[src/rtl/muu_value_serializer_if.sv]
// Handshake bundle for muu_value_serializer: command, value stream and output channels.
// The serializer sits on the slave modport; the surrounding pipeline drives the master side.
interface muu_value_serializer_if #(
    parameter int META_WIDTH   = 96,
    parameter int MEMORY_WIDTH = 512,
    parameter int OUT_WIDTH    = 64,
    parameter int LEN_WIDTH    = 16,
    parameter int USER_BITS    = 3
);
    logic [META_WIDTH-1:0]           cmd_meta;
    logic [LEN_WIDTH-1:0]            cmd_len;
    logic [7:0]                      cmd_status;
    logic [USER_BITS-1:0]            cmd_user;
    logic                            cmd_drop;
    logic                            cmd_valid;
    logic                            cmd_ready;

    logic [MEMORY_WIDTH-1:0]         value_data;
    logic                            value_valid;
    logic                            value_ready;

    logic [META_WIDTH+OUT_WIDTH-1:0] output_data;
    logic [7:0]                      output_user;
    logic                            output_valid;
    logic                            output_ready;
    logic                            output_last;

    modport master (
        output cmd_meta, cmd_len, cmd_status, cmd_user, cmd_drop, cmd_valid,
        output value_data, value_valid, output_ready,
        input  cmd_ready, value_ready, output_data, output_user, output_valid, output_last
    );

    modport slave (
        input  cmd_meta, cmd_len, cmd_status, cmd_user, cmd_drop, cmd_valid,
        input  value_data, value_valid, output_ready,
        output cmd_ready, value_ready, output_data, output_user, output_valid, output_last
    );
endinterface

[src/rtl/muu_value_serializer.sv]
// Value-get response serializer: header word, then the value sliced from wide memory words
// into OUT_WIDTH lanes, with forced packet boundaries and a header-only drop path.
module muu_value_serializer #(
    parameter int META_WIDTH          = 96,
    parameter int MEMORY_WIDTH        = 512,
    parameter int OUT_WIDTH           = 64,
    parameter int LEN_WIDTH           = 16,
    parameter int USER_BITS           = 3,
    parameter int MAX_WORDS_IN_PACKET = 160
) (
    input  logic                   clk,
    input  logic                   rst_n,
    muu_value_serializer_if.slave  bus,
    output logic [31:0]            stat_responses
);
    localparam int B        = OUT_WIDTH / 8;
    localparam int M        = MEMORY_WIDTH / 8;
    localparam int RATIO    = MEMORY_WIDTH / OUT_WIDTH;
    localparam int CNT_W    = LEN_WIDTH + 1;
    localparam int IDX_W    = (RATIO > 1) ? $clog2(RATIO) : 1;
    localparam int PKT_W    = (MAX_WORDS_IN_PACKET > 1) ? $clog2(MAX_WORDS_IN_PACKET) : 1;
    localparam logic [IDX_W-1:0] LAST_LANE = IDX_W'(RATIO - 1);
    localparam logic [PKT_W-1:0] PKT_LAST  =
        PKT_W'((MAX_WORDS_IN_PACKET > 0) ? MAX_WORDS_IN_PACKET - 1 : 0);
    localparam logic [CNT_W-1:0] ONE       = CNT_W'(1);

    typedef enum logic [1:0] {S_IDLE, S_HEADER, S_VALUE, S_DROP} state_t;

    state_t                 state, state_n;
    logic [META_WIDTH-1:0]  meta_q;
    logic [USER_BITS-1:0]   user_q;
    logic                   drop_q;
    logic                   len_zero_q;
    logic [CNT_W-1:0]       out_words_q;
    logic [CNT_W-1:0]       mem_words_q;
    logic [OUT_WIDTH-1:0]   hdr_q;
    logic [CNT_W-1:0]       remaining;
    logic [IDX_W-1:0]       idx;
    logic [PKT_W-1:0]       pkt_cnt;

    logic [CNT_W-1:0]       len_ext, cmd_out_words, cmd_mem_words;
    logic [OUT_WIDTH-1:0]   hdr_word;
    logic [OUT_WIDTH-1:0]   lane;
    logic                   split;
    logic                   cmd_fire, out_fire, val_fire;
    logic                   resp_done;

    // Word counts are rounded up, so a partial trailing word/memory word still counts.
    assign len_ext       = CNT_W'(bus.cmd_len);
    assign cmd_out_words = (len_ext + CNT_W'(B - 1)) >> $clog2(B);
    assign cmd_mem_words = (len_ext + CNT_W'(M - 1)) >> $clog2(M);

    always_comb begin
        hdr_word        = '0;
        hdr_word[15:0]  = 16'hFFFF;
        hdr_word[23:16] = bus.cmd_status;
        hdr_word[47:32] = bus.cmd_drop ? 16'h0000 : 16'(bus.cmd_len);
    end

    assign lane     = bus.value_data[int'(idx)*OUT_WIDTH +: OUT_WIDTH];
    assign split    = (MAX_WORDS_IN_PACKET != 0) && (pkt_cnt == PKT_LAST);
    assign cmd_fire = bus.cmd_valid && bus.cmd_ready;
    assign out_fire = bus.output_valid && bus.output_ready;
    assign val_fire = bus.value_valid && bus.value_ready;

    // NOTE: every output of this block gets a default before the case; a path that
    // leaves one unassigned would infer a latch.
    always_comb begin
        state_n          = state;
        bus.cmd_ready    = 1'b0;
        bus.value_ready  = 1'b0;
        bus.output_valid = 1'b0;
        bus.output_last  = 1'b0;
        bus.output_data  = '0;
        bus.output_user  = '0;
        resp_done        = 1'b0;
        case (state)
            S_IDLE: begin
                bus.cmd_ready = rst_n;
                if (bus.cmd_valid && rst_n) state_n = S_HEADER;
            end
            S_HEADER: begin
                bus.output_valid = 1'b1;
                bus.output_data  = {meta_q, hdr_q};
                bus.output_user  = 8'(user_q);
                bus.output_last  = len_zero_q || drop_q || split;
                if (bus.output_ready) begin
                    if (len_zero_q) begin
                        state_n   = S_IDLE;
                        resp_done = 1'b1;
                    end else if (drop_q) begin
                        state_n = S_DROP;
                    end else begin
                        state_n = S_VALUE;
                    end
                end
            end
            S_VALUE: begin
                // Zero-latency pass-through: the upstream holds value_data until value_ready.
                bus.output_valid = bus.value_valid;
                bus.output_data  = {meta_q, lane};
                bus.output_user  = 8'(user_q);
                bus.output_last  = (remaining == ONE) || split;
                if (bus.value_valid && bus.output_ready) begin
                    bus.value_ready = (idx == LAST_LANE) || (remaining == ONE);
                    if (remaining == ONE) begin
                        state_n   = S_IDLE;
                        resp_done = 1'b1;
                    end
                end
            end
            S_DROP: begin
                bus.value_ready = 1'b1;
                if (bus.value_valid && remaining == ONE) begin
                    state_n   = S_IDLE;
                    resp_done = 1'b1;
                end
            end
            default: state_n = S_IDLE;
        endcase
    end

    // NOTE: sequential state uses non-blocking assignments so every flop samples the
    // pre-edge values regardless of statement order.
    always_ff @(posedge clk) begin
        if (!rst_n) begin
            state          <= S_IDLE;
            remaining      <= '0;
            idx            <= '0;
            pkt_cnt        <= '0;
            stat_responses <= '0;
        end else begin
            state <= state_n;
            if (out_fire) pkt_cnt <= bus.output_last ? '0 : pkt_cnt + 1'b1;
            if (resp_done) stat_responses <= stat_responses + 32'd1;
            case (state)
                S_HEADER: if (out_fire) begin
                    remaining <= drop_q ? mem_words_q : out_words_q;
                    idx       <= '0;
                end
                S_VALUE: if (out_fire) begin
                    remaining <= remaining - ONE;
                    idx       <= (idx == LAST_LANE) ? '0 : idx + IDX_W'(1);
                end
                S_DROP: if (val_fire) remaining <= remaining - ONE;
                default: ;
            endcase
        end
    end

    // NOTE: the latched command fields are plain datapath registers without reset; they are
    // only observed after a command handshake has loaded them.
    always_ff @(posedge clk) begin
        if (cmd_fire) begin
            meta_q      <= bus.cmd_meta;
            user_q      <= bus.cmd_user;
            drop_q      <= bus.cmd_drop;
            len_zero_q  <= (bus.cmd_len == '0);
            out_words_q <= cmd_out_words;
            mem_words_q <= cmd_mem_words;
            hdr_q       <= hdr_word;
        end
    end
endmodule

[src/flat_wrapper.sv]
// flat-port wrapper written by rule: the top's interface ports become plain ports
module muu_value_serializer_flat 
#(
    parameter int META_WIDTH          = 96,
    parameter int MEMORY_WIDTH        = 512,
    parameter int OUT_WIDTH           = 64,
    parameter int LEN_WIDTH           = 16,
    parameter int USER_BITS           = 3,
    parameter int MAX_WORDS_IN_PACKET = 160
)
  (clk, rst_n, stat_responses, bus_cmd_meta, bus_cmd_len, bus_cmd_status, bus_cmd_user, bus_cmd_drop, bus_cmd_valid, bus_value_data, bus_value_valid, bus_output_ready, bus_cmd_ready, bus_value_ready, bus_output_data, bus_output_user, bus_output_valid, bus_output_last);
  muu_value_serializer_if #(.META_WIDTH(META_WIDTH), .MEMORY_WIDTH(MEMORY_WIDTH), .OUT_WIDTH(OUT_WIDTH), .LEN_WIDTH(LEN_WIDTH), .USER_BITS(USER_BITS)) bus_i ();
  input  logic clk;
  input  logic rst_n;
  output logic [31:0] stat_responses;
  input wire logic [$bits(bus_i.cmd_meta)-1:0] bus_cmd_meta;
  input wire logic [$bits(bus_i.cmd_len)-1:0] bus_cmd_len;
  input wire logic [$bits(bus_i.cmd_status)-1:0] bus_cmd_status;
  input wire logic [$bits(bus_i.cmd_user)-1:0] bus_cmd_user;
  input wire logic [$bits(bus_i.cmd_drop)-1:0] bus_cmd_drop;
  input wire logic [$bits(bus_i.cmd_valid)-1:0] bus_cmd_valid;
  input wire logic [$bits(bus_i.value_data)-1:0] bus_value_data;
  input wire logic [$bits(bus_i.value_valid)-1:0] bus_value_valid;
  input wire logic [$bits(bus_i.output_ready)-1:0] bus_output_ready;
  output wire logic [$bits(bus_i.cmd_ready)-1:0] bus_cmd_ready;
  output wire logic [$bits(bus_i.value_ready)-1:0] bus_value_ready;
  output wire logic [$bits(bus_i.output_data)-1:0] bus_output_data;
  output wire logic [$bits(bus_i.output_user)-1:0] bus_output_user;
  output wire logic [$bits(bus_i.output_valid)-1:0] bus_output_valid;
  output wire logic [$bits(bus_i.output_last)-1:0] bus_output_last;
  assign bus_i.cmd_meta = bus_cmd_meta;
  assign bus_i.cmd_len = bus_cmd_len;
  assign bus_i.cmd_status = bus_cmd_status;
  assign bus_i.cmd_user = bus_cmd_user;
  assign bus_i.cmd_drop = bus_cmd_drop;
  assign bus_i.cmd_valid = bus_cmd_valid;
  assign bus_i.value_data = bus_value_data;
  assign bus_i.value_valid = bus_value_valid;
  assign bus_i.output_ready = bus_output_ready;
  assign bus_cmd_ready = bus_i.cmd_ready;
  assign bus_value_ready = bus_i.value_ready;
  assign bus_output_data = bus_i.output_data;
  assign bus_output_user = bus_i.output_user;
  assign bus_output_valid = bus_i.output_valid;
  assign bus_output_last = bus_i.output_last;
  muu_value_serializer #(.META_WIDTH(META_WIDTH), .MEMORY_WIDTH(MEMORY_WIDTH), .OUT_WIDTH(OUT_WIDTH), .LEN_WIDTH(LEN_WIDTH), .USER_BITS(USER_BITS), .MAX_WORDS_IN_PACKET(MAX_WORDS_IN_PACKET)) u_core (.clk(clk), .rst_n(rst_n), .bus(bus_i), .stat_responses(stat_responses));
endmodule
[config.mk]
export PLATFORM = sky130hd
export DESIGN_NAME = muu_value_serializer_flat
export DESIGN_NICKNAME = d
export VERILOG_FILES = /design/src/rtl/muu_value_serializer_if.sv /design/src/rtl/muu_value_serializer.sv /design/src/flat_wrapper.sv
export SDC_FILE = /design/constraint.sdc
export NUM_CORES = 1
export LEC_CHECK = 0
export BUFFER_PORTS_ARGS = -buffer_cell sky130_fd_sc_hd__buf_2
export CAP_MARGIN = 20
export CORE_AREA = 8 8 326 328
export CTS_CLUSTER_DIAMETER = 80
export DETAILED_ROUTE_END_ITERATION = 7
export DIE_AREA = 0 0 334 336
export PLACE_DENSITY = 0.4
export SLEW_MARGIN = 20
export SYNTH_ARGS = -nofsm -noshare
export SYNTH_HDL_FRONTEND = slang
export SYNTH_SLANG_ARGS = --single-unit
[constraint.sdc]
create_clock -name clk -period 4.46 [get_ports clk]
set_input_delay 0.223 -clock clk [delete_from_list [all_inputs] [get_ports clk]]
set_output_delay 0.223 -clock clk [all_outputs]
set_load 0.03 [all_outputs]
# ---- Word level (Yosys, flattened, before mapping)
# Cells that the tools add are included.
dict set report totals {
  output_inout_bits 204
  register_bits 212
  inputBits 641
}
dict set report classes {
  reduce_logical 18
  muxes 31
  eq_ne 14
  addsub 6
  shifts 1
}
# cell n
set op_table {}
lappend op_table {{$shiftx A512 B10 Y64} 1}
lappend op_table {{$pmux W160 S2} 1}
lappend op_table {{$mux W17} 3}
lappend op_table {{$pmux W17 S3} 1}
lappend op_table {{$add A32 B1 Y32 const B} 1}
lappend op_table {{$add A16 B3 Y17 const B} 1}
lappend op_table {{$add A16 B6 Y17 const B} 1}
lappend op_table {{$eq A17 B1 Y1 const B} 1}
lappend op_table {{$sub A17 B1 Y17 const B} 1}
lappend op_table {{$logic_not A16 Y1} 1}
lappend op_table {{$mux W14} 1}
lappend op_table {{$ne A2 B1 Y1 const B} 7}
lappend op_table {{$mux W2} 6}
lappend op_table {{$mux W3} 4}
lappend op_table {{$add A8 B1 Y8 const B} 1}
lappend op_table {{$eq A8 B8 Y1 const B} 1}
lappend op_table {{$mux W1} 8}
lappend op_table {{$mux W8} 1}
lappend op_table {{$pmux W2 S4} 1}
lappend op_table {{$logic_and A1 B1 Y1} 6}
lappend op_table {{$pmux W1 S2} 3}
lappend op_table {{$pmux W3 S2} 1}
lappend op_table {{$reduce_and A5 Y1} 1}
lappend op_table {{$eq A2 B2 Y1 const B} 2}
lappend op_table {{other kinds (12)} 15}

# ---- Depth between registers and ports, before layout
dict set report depth {
  depth_word 7
  mapped_depth 10
  mapped_depth_nobuf 7
}

# ---- Worst setup path after synthesis
# OpenSTA, ideal clock, no wires.
dict set report synth_timing {
  kind {input port to flip-flop}
  start {input rst_n}
  end {register u_core.drop_q (enable)}
  n_path_buf 2
  setup_slack_ns -0.397
  stages 3
  setup_ns 0.528
  t_arrival_ns 4.328
  cell_sequence {clkbuf_1 clkbuf_1 and3_1}
}
dict set report synth_via {
  elab_chain_cells 2
}
# element line_no
set synth_lines {}
lappend synth_lines {{start, declared} flat_wrapper.sv:14} ;# input logic rst_n;
lappend synth_lines {{$mux W1} muu_value_serializer.sv:77} ;# case (state)
lappend synth_lines {{$logic_and A1 B1 Y1} muu_value_serializer.sv:62} ;# assign cmd_fire = bus.cmd_valid && bus.cmd_ready;
lappend synth_lines {{named net u_core.cmd_fire} muu_value_serializer.sv:45} ;# logic cmd_fire, out_fire, val_fire;
lappend synth_lines {{end signal, assigned} muu_value_serializer.sv:157} ;# drop_q <= bus.cmd_drop;
lappend synth_lines {{end, declared} muu_value_serializer.sv:32} ;# logic drop_q;
# The timed path passes the listed nets, and every way through them passes these cells.
# A chain may end at the register's enable or synchronous reset.

# ---- Worst setup path after layout
dict set report layout_timing {
  start {register u_core.idx[0]}
  end {output bus_output_data[43]}
}
dict set report layout_via {
  elab_chain_cells 2
}
# element line_no
set layout_lines {}
lappend layout_lines {{start, declared} muu_value_serializer.sv:38} ;# logic [IDX_W-1:0] idx;
lappend layout_lines {{start signal, assigned} muu_value_serializer.sv:143} ;# idx <= (idx == LAST_LANE) ? '0 : idx + IDX_W'(1);
lappend layout_lines {{$shiftx A512 B10 Y64} muu_value_serializer.sv:60} ;# assign lane = bus.value_data[int'(idx)*OUT_WIDTH +: OUT_WIDTH];
lappend layout_lines {{$pmux W160 S2} muu_value_serializer.sv:77}
lappend layout_lines {{end, declared} flat_wrapper.sv:27} ;# output wire logic [$bits(bus_i.output_data)-1:0] bus_output_data;
# No other way between the ends.

==> out/results.tsv <==
metric	value	unit
largest area contributor in the netlist	edfxtp_1	
maxcap violations	0	
Post-synth ARST share	0	%
top post-synthesis cells by count	150 x edfxtp_1, 128 x mux4_2, 112 x nor2_1	
final core utilization	21.68	%
Final setup viols	0	
Critical Path Fanout Max	43	
drt wl/cell	29.16	µm
clk buf depth	3	
routed vias/inst	4.227	
Leakage	8.846	nW
vias in the first global route	15080	
synth top area cells	edfxtp_1 33%, mux4_2 21%, dfxtp_1 9.0%	
P per Cell Area	362.5	nW/µm²
internal power	4.916	mW
Worst setup SP type	flip-flop	
Vias	14660	
FMAX	281.4	MHz
outcome	finished clean	
Primary FF master, synth	edfxtp_1	
setup_tns	0	ns
input/output buffers	839	
number of synthesized register bits	212	
synthesized instance count	1190	
# DRC	0	
first-pass GRT wire length	133.2	mm
Logic pwr share	34.3	%
cts bufs inserted	35	
clk_lat worst skew	0.59	ns
Tightest Hold Check Type	input port to flip-flop	
critical path arrival	3.33	ns
final count of hold timing violations	0	
Row Count	117	
peak supply drop	0.3233	mV
Detail Route Antenna Nets	0	
Worst-Margin Slew	0.9847	ns
clock skew	0.03197	ns
final WL	101.1	mm
Initial DRT Pass Iterations	7	
switch share	38.05	%
Mapped Avg Cell Area	11.63	µm²
initial DRC count	1072	
Clock Tree Root	clkbuf_16	
clk slew on worst S/H paths	0.06	ns
top-count cell post-synth	edfxtp_1	
Yosys top cell area share	32.54	%
RSZ-0062 raised after global routing	false	
CP Capture Type	output pin	
Top-Level Pins	845	
Nets	2753	
Hold Crit Depth	2	
Die Y	336	µm
dpl hpwl	85.67	mm
Max Transition Viols Final	0	
path type of the worst setup path	flip-flop to output pin	
die width	334	µm
Reg power frac	31.4	%
Total GRT Usage	17.17	%
placer congestion estimate	0.9438	
CP required	4.24	ns
clock network power share	34.4	%
CTS Sinks	212	
DIE AREA	112200	µm²
Mapped Area	13840	µm²
Worst slew margin	34.20	%
CTS tree	done	
total congestion overflow	0	
min Tclk post-route	3.553	ns
Synth warnings	0	
Unique masters post-synth	66	
htree depth	2	
Seq/Total Area, Yosys	41.51	%
Post-synth EDFFs	150	
initial core utilization	13.70	%
ratio of cells with drive above 1 in the final layout	52.23	%
initial antenna violation count	116	
Reg2Reg Depth	8	
Final period util	79.67	%
Psw	3.019	mW
largest net degree at the start of global routing	96	
layout overhead on the synthesized area	58.19	%
core region area	101000	µm²
==> cell families (layout without fill, tap and decap cells) <==
family / count (synthesis) / count (layout) / synth area share [%]
and+or+nand+nor: 429 / 429 / 16.76
adders and majority gates: 10 / 10 / 0.9040
AOI/OAI and AO/OA: 168 / 168 / 7.630
DFF: 212 / 212 / 41.51
buffers and inverters: 127 / 1062 / 3.905
muxes: 216 / 216 / 27.55
other: 1 / 35 / 0.02709
xor gates and xnor gates: 27 / 27 / 1.709
==> worst max-delay path, cell delays in order, from the launching register on <==
cell and delay (ns):
dfxtp_4 0.87, buf_4 0.43, mux4_2 0.59, mux2_2 0.29, a22oi_1 0.14, nor2_1 0.05, buf_2 0.24
==> layout make-up <==
class                           instances  area, µm²
Fill cell                           11130      79110
Multi-Input combinational cell        855       7595
Sequential cell                       212       5757
Timing Repair Buffer                  980       5628
Tap cell                             1309       1638
Clock buffer                           45      954.7
Clock inverter                         19      180.2
Antenna cell                           30      75.07
Inverter                               18      67.56
==> path summary, 6_finish.rpt <==
path                                               start  slack, ns                                     end
setup / recovery              u_core.idx[0]$_SDFFE_PN0P_       0.91                     bus_output_data[43]
hold / removal                            bus_cmd_len[8]       0.05         u_core.out_words_q[5]$_DFFE_PP_
setup reg to reg            u_core.state[1]$_SDFFE_PN0P_       1.80        u_core.remaining[0]$_SDFFE_PN0P_
hold reg to reg   u_core.stat_responses[31]$_SDFFE_PN0P_       0.46  u_core.stat_responses[31]$_SDFFE_PN0P_
==> cell usage in the layout (no fill, tap or decap), types with 16 or more instances in the layout <==
master	count
buf_2	839
edfxtp_1	150
mux4_2	128
dlygate4sd3_1	115
nor2_1	111
and2_1	100
a21oi_1	63
dfxtp_1	59
nand2_1	50
mux2i_1	48
mux2_2	40
clkbuf_16	36
diode_2	30
nand3_1	30
o21ai_0	30
a22oi_1	25
buf_4	20
nor2b_1	19
nand4_1	18
xnor2_1	17
inv_1	16
==> stage by stage <==
step	hold slack [ns]	cells	cell area [µm²]	power (mW)	setup WS, ns
3_5_place_dp	0.4011	3258	19510	5.179	1.401
2_1_floorplan	0.3219	1194	13860	4.035	1.346
3_3_place_gp	0.3998	3258	19510	5.186	1.379
6_report	0.05085	3468	21890	7.936	0.9066
4_1_cts	0.004200	3437	21790	8.065	0.7597
5_1_grt	0.03275	3455	21860	8.339	0.6056
==> metal layers <==
| layer | global-route usage [%] | vias up | routed length, µm | part of all wire, % |
|---|---|---|---|---|
| li1 | - | 6446 | - | - |
| met2 | 29.10 | 892 | 48150 | 48 |
| met4 | 5.729 | 46 | 3472 | 3.4 |
| met3 | 7.471 | 242 | 11680 | 12 |
| met1 | 19.31 | 7032 | 37560 | 37 |
| met5 | 0 | - | 276 | 0.27 |
==> power by group through the flow <==
stage	Combinational, mW	Clock (mW)	Sequential, mW
after floorplan	1.55	0	2.48
after global placement	2.66	0	2.53
after detailed placement	2.65	0	2.53
after CTS	2.74	2.83	2.49
after global routing	2.93	2.90	2.51
final	2.72	2.73	2.49
==> state kept, by name, summed over array words and instances, names as in the netlist, 2 cells and up <==
register / flops
u_core.meta_q: 96
u_core.stat_responses: 32
u_core.hdr_q: 24
u_core.remaining: 17
u_core.out_words_q: 14
u_core.mem_words_q: 11
u_core.pkt_cnt: 8
u_core.idx: 3
u_core.user_q: 3
u_core.state: 2
==> what timing repair did <==
item,4_1_cts,5_1_grt
setup buffers,0,0
endpoints found under the hold margin,117,0
resized for setup,0,0
hold buffers,115,0
Power figures use the tool's default switching activity.
